===== config.mk =====
export PLATFORM = sky130hd
export DESIGN_NAME = vote_collector
export DESIGN_NICKNAME = d
export VERILOG_FILES = /design/src/rtl/vote_collector.sv
export SDC_FILE = /design/constraint.sdc
export NUM_CORES = 1
export LEC_CHECK = 0
export ABC_AREA = 1
export CELL_PAD_IN_SITES_DETAIL_PLACEMENT = 1
export CELL_PAD_IN_SITES_GLOBAL_PLACEMENT = 2
export CORE_MARGIN = 5
export CORE_UTILIZATION = 30
export CTS_BUF_LIST = sky130_fd_sc_hd__clkbuf_16
export DETAILED_ROUTE_END_ITERATION = 6
export MAX_ROUTING_LAYER = met4
export PLACE_DENSITY_LB_ADDON = 0.1
export SYNTH_ARGS = -nofsm -noshare
export SYNTH_HDL_FRONTEND = slang
export SYNTH_SLANG_ARGS = --single-unit

===== constraint.sdc =====
create_clock -name clk -period 3.29 [get_ports clk]
set_input_delay 0.658 -clock clk [delete_from_list [all_inputs] [get_ports clk]]
set_output_delay 0.658 -clock clk [all_outputs]
set_load 0.005 [all_outputs]

===== src/rtl/vote_collector.sv =====
// Ballot collector: gathers one vote per voter slot and presents
// the packed ballot vector to the tally stage with a valid/ack handshake.
module vote_collector #(
  parameter int N = 2,
  parameter int M = 2,
  parameter logic [N-1:0] DEFAULT_VOTE = '0
) (
  input  logic               clk,
  input  logic               rst,
  input  logic               vote_valid,
  output logic               vote_ready,
  input  logic [N-1:0]       vote_in,
  input  logic [M-1:0]       voter_id,
  input  logic               close,
  output logic [(2**M)*N-1:0] ballot,
  output logic               ballot_valid,
  input  logic               ballot_ack,
  output logic               dup_err,
  output logic [M:0]         count
);

  localparam int V = 2 ** M;
  localparam int W = V * N;

  typedef enum logic {COLLECT, FULL} state_t;

  state_t         state_q, state_d;
  logic [W-1:0]   ballot_q, ballot_d;
  logic [V-1:0]   voted_q, voted_d;
  logic [M:0]     count_q, count_d;
  logic           valid_q, valid_d;
  logic           dup_q, dup_d;
  logic           hs;

  assign hs = vote_valid && (state_q == COLLECT);

  always_comb begin
    state_d  = state_q;
    ballot_d = ballot_q;
    voted_d  = voted_q;
    count_d  = count_q;
    valid_d  = valid_q;
    dup_d    = 1'b0;
    unique case (state_q)
      COLLECT: begin
        if (hs) begin
          if (voted_q[voter_id]) begin
            dup_d = 1'b1;
          end else begin
            for (int i = 0; i < V; i++)
              if (voter_id == M'(i))
                ballot_d[i*N +: N] = vote_in;
            voted_d[voter_id] = 1'b1;
            count_d = count_q + (M+1)'(1);
          end
        end
        if (close || count_d == (M+1)'(V)) begin
          state_d = FULL;
          valid_d = 1'b1;
          // Slots never voted get the default, after this cycle's vote lands
          if (close)
            for (int i = 0; i < V; i++)
              if (!voted_d[i])
                ballot_d[i*N +: N] = DEFAULT_VOTE;
        end
      end
      FULL: begin
        if (ballot_ack) begin
          state_d  = COLLECT;
          ballot_d = '0;
          voted_d  = '0;
          count_d  = '0;
          valid_d  = 1'b0;
        end
      end
      default: state_d = COLLECT;
    endcase
  end

  always_ff @(posedge clk or negedge rst) begin
    if (!rst) begin
      state_q  <= COLLECT;
      ballot_q <= '0;
      voted_q  <= '0;
      count_q  <= '0;
      valid_q  <= 1'b0;
      dup_q    <= 1'b0;
    end else begin
      state_q  <= state_d;
      ballot_q <= ballot_d;
      voted_q  <= voted_d;
      count_q  <= count_d;
      valid_q  <= valid_d;
      dup_q    <= dup_d;
    end
  end

  assign vote_ready   = (state_q == COLLECT);
  assign ballot       = ballot_q;
  assign ballot_valid = valid_q;
  assign dup_err      = dup_q;
  assign count        = count_q;

endmodule


==> flow_summary.yaml <==
routing:
  wl_per_cell_um: 14.3
  route.detailed.drc: 0
  m1WireLength_mm: 1.45
  ant_nets: 0
  route.met3.wl_um: 106
  maxUsedRoutingLayer: "met4"
  met2_wirelength_mm: 1.53
  drt-pass1-iter-count: 4
  vias: 1064
  viasPerCell: 4.84
  drt_iter0_drc: 32
  wirelength_mm: 3.14
clock_tree:
  clock_sinks: 18
  cts_setup_buffers: 0
  cts_tree: "yes"
  clkLatencyLatePin_ns: 0.25
  clkTransAtPathRegs_ns: 0.05
  cts_buffers: 3
  cts.htree.levels: 1
  cts_hold_buffers: 0
  clock-root-buffer: "clkbuf_16"
  cts_resized: 0
  clock_path_buffers: 2
grt:
  grt_max_degree: 19
  grt_pass1_vias: 1142
  antenna_found_initial: 0
  grt_pass1_wl_mm: 5.38
  grt_use_total: 0.140
  grt-ovfl-total: 0
sta:
  rsz0062_at_grt: "no"
  finalHoldViolations: 0
  setup_viol: 0
  max-slew-margin-rel: 0.406
  fin_crit_sh: 0.653
  fin_ws_ns: 1.14
  slew_violations: 0
  timing.final.crit_period_ns: 2.15
  max_freq_mhz: 465
  finClkSkew_ns: 0.00372
  fin_setup_tns_ns: 0
  worst_pin_slew_ns: 0.888
layout:
  nFillCells: 463
  antennaDiodeCount: 0
  finish.net_count: 184
  drive_gt1_frac: 0.122
  synthToLayoutAreaGrowth_pct: 28.3
  fin_cells: 220
floorplanning:
  num_rows: 22
  ios: 23
  design.core.area_mm2: 0.00363
  die_area_mm2: 0.00506
  die_h_um: 71.1
  start_util: 0.309
  die_x_um: 71.1
power_and_ir_drop:
  power_leakage_nw: 0.695
  internal-power_mw: 0.678
  combPwrFrac: 0.443
  seqPwrFrac: 0.334
  switching_share: 0.387
  powerDensity_mw_per_mm2: 769
  p_sw_mw: 0.428
  clockPowerShare: 0.222
  vdd_drop_max_uv: 246
worst_hold_path:
  worstHoldPathType: "flop to flop"
  min_path_cells: 2
  worst_hold_path.endpoint: "ballot[2]"
  min-delay-start: "ballot[2]"
place:
  dp_slack_ns: 0.840
  port_buffers: 22
  place_congestion: 0.737
  dpl.cell_count: 217
  dpl.hpwl_mm: 2.41
critical_path:
  r2r-start: "state_q"
  r2r_slack_ns: 1.64
  crit_chain: "clkdlybuf4s50_1, inv_1, nand3_1, nand2_2, nor2_8, nand2_4, inv_2, nand2_1, nand2_1, o21ai_1, nand2_1, nand2_1"
  start_kind: "primary input"
  crit_family: "simple AND/OR/NAND/NOR gates"
  r2r_end: "ballot[5]"
  arrival_ns: 2.29
  r2r_cells: 7
  cp.depth: 12
  cp_max_fo: 14
  crit_top_cell: "nand2_1"
  critPathCaptureType: "flop"
  crit_required_ns: 3.43
  slowest_delay_ns: 0.65
  worst_path_max_delay_cell: "clkdlybuf4s50_1"
  crit_buf_inv: 3
  path_class: "primary input to flop"
logic_synthesis:
  avgSynthCellArea_um2: 7.47
  ys_top_cells_by_count: "nand2_1, dfrtp_1, o21ai_1, inv_1, nand3_1"
  synth_area_leaders: "dfrtp_1, nand2_1, o21ai_1"
  synth_cell_types: 23
  yosysTopAreaCell: "dfrtp_1"
  synth_area_mm2: 0.00112
  post-synth-top-count-cell: "nand2_1"
  synth-main-ff-cell: "dfrtp_1"
  synth.top_cell.area_share: 0.402
  ys_ff_latch: 18
  syn-num-nets: 160
  synth_edf_count: 0
  ys_warn_count: 0
  synthArstFlopShare: 1.00
  ys_seq_area_frac: 0.402
  synthCells: 150
run_status:
  status: "complete, no violations"
job:
  maxCapViolCount: 0
-- tightest hold or removal path, stage by stage, from the launching register on --
cell     delay (ns)
dfrtp_1        0.36
nand2_1        0.06
nand2_1        0.06
-- cells in the final DEF, fill, tap and decap left out --
cell type and instances:
inv_2 4, nand2_1 57, o211ai_1 2, inv_4 1
nand3_1 11, clkbuf_16 3, nand3_2 1, inv_1 11
nor2_1 5, a22o_1 1, nor2_8 1, o22ai_1 1
nand2_2 3, ha_1 1, or2_2 1, a31oi_1 1
dfrtp_1 18, clkdlybuf4s50_1 22, o21ai_0 9, o21ai_1 12
nand2_4 3, nand4_4 1, nor2_2 3
-- state kept, by name, indices dropped and copies added, names as in the netlist --
signal / flops
state_q: 1
dup_err: 1
voted_q: 4
ballot_valid: 1
ballot: 8
count: 3
-- logic make-up after synthesis --
family	count (synthesis)	share of synthesized area
buf+inv	19	0.0893
simple gates	86	0.372
compound gates	26	0.126
fa+ha+maj	1	0.0112
flops	18	0.402
-- through the flow --
step | utilization | area [um^2] | hold slack (ns) | total power [mW]
floorplan | - | 1120 | 0.362 | 0.681
global placement | 0.375 | 1360 | 0.489 | 0.858
detailed placement | 0.375 | 1360 | 0.491 | 0.873
CTS | 0.396 | 1440 | 0.508 | 1.13
global route | 0.396 | 1440 | 0.529 | 1.21
finish | 0.396 | 1440 | 0.504 | 1.11
-- power by group through the flow --
stage / clock, mW / combinational (mW) / sequential (mW)
after floorplan: 0 / 0.319 / 0.362
after global placement: 0 / 0.487 / 0.371
after detailed placement: 0 / 0.499 / 0.374
after CTS: 0.253 / 0.503 / 0.370
after global routing: 0.265 / 0.563 / 0.382
final: 0.246 / 0.490 / 0.370
-- layout make-up --
type | instances | area [um^2] | share of cell area
Clock buffer | 3 | 75.1 | 0.0522
Tap cell | 48 | 60.1 | 0.0417
Sequential cell | 18 | 450 | 0.313
Inverter | 16 | 62.6 | 0.0435
Timing Repair Buffer | 22 | 220 | 0.153
Multi-Input combinational cell | 113 | 571 | 0.397
-- how the worst max path moves through the flow --
stage / startpoint / endpoint / slack, ns
floorplan: voter_id[1] / state_q / 1.65
global placement: voter_id[1] / ballot[0] / 0.93
detailed placement: voter_id[1] / ballot[1] / 0.84
CTS: voter_id[1] / ballot[1] / 1.10
global route: voter_id[1] / ballot[0] / 1.01
finish: voter_id[1] / ballot[1] / 1.14
-- metal layers --
metal  up-vias  track usage
met5         -            -
li1        525            -
met2        16        0.232
met4         0       0.0605
met3         5       0.0256
met1       518        0.165
Note: power is estimated with default switching activity, not from simulation.
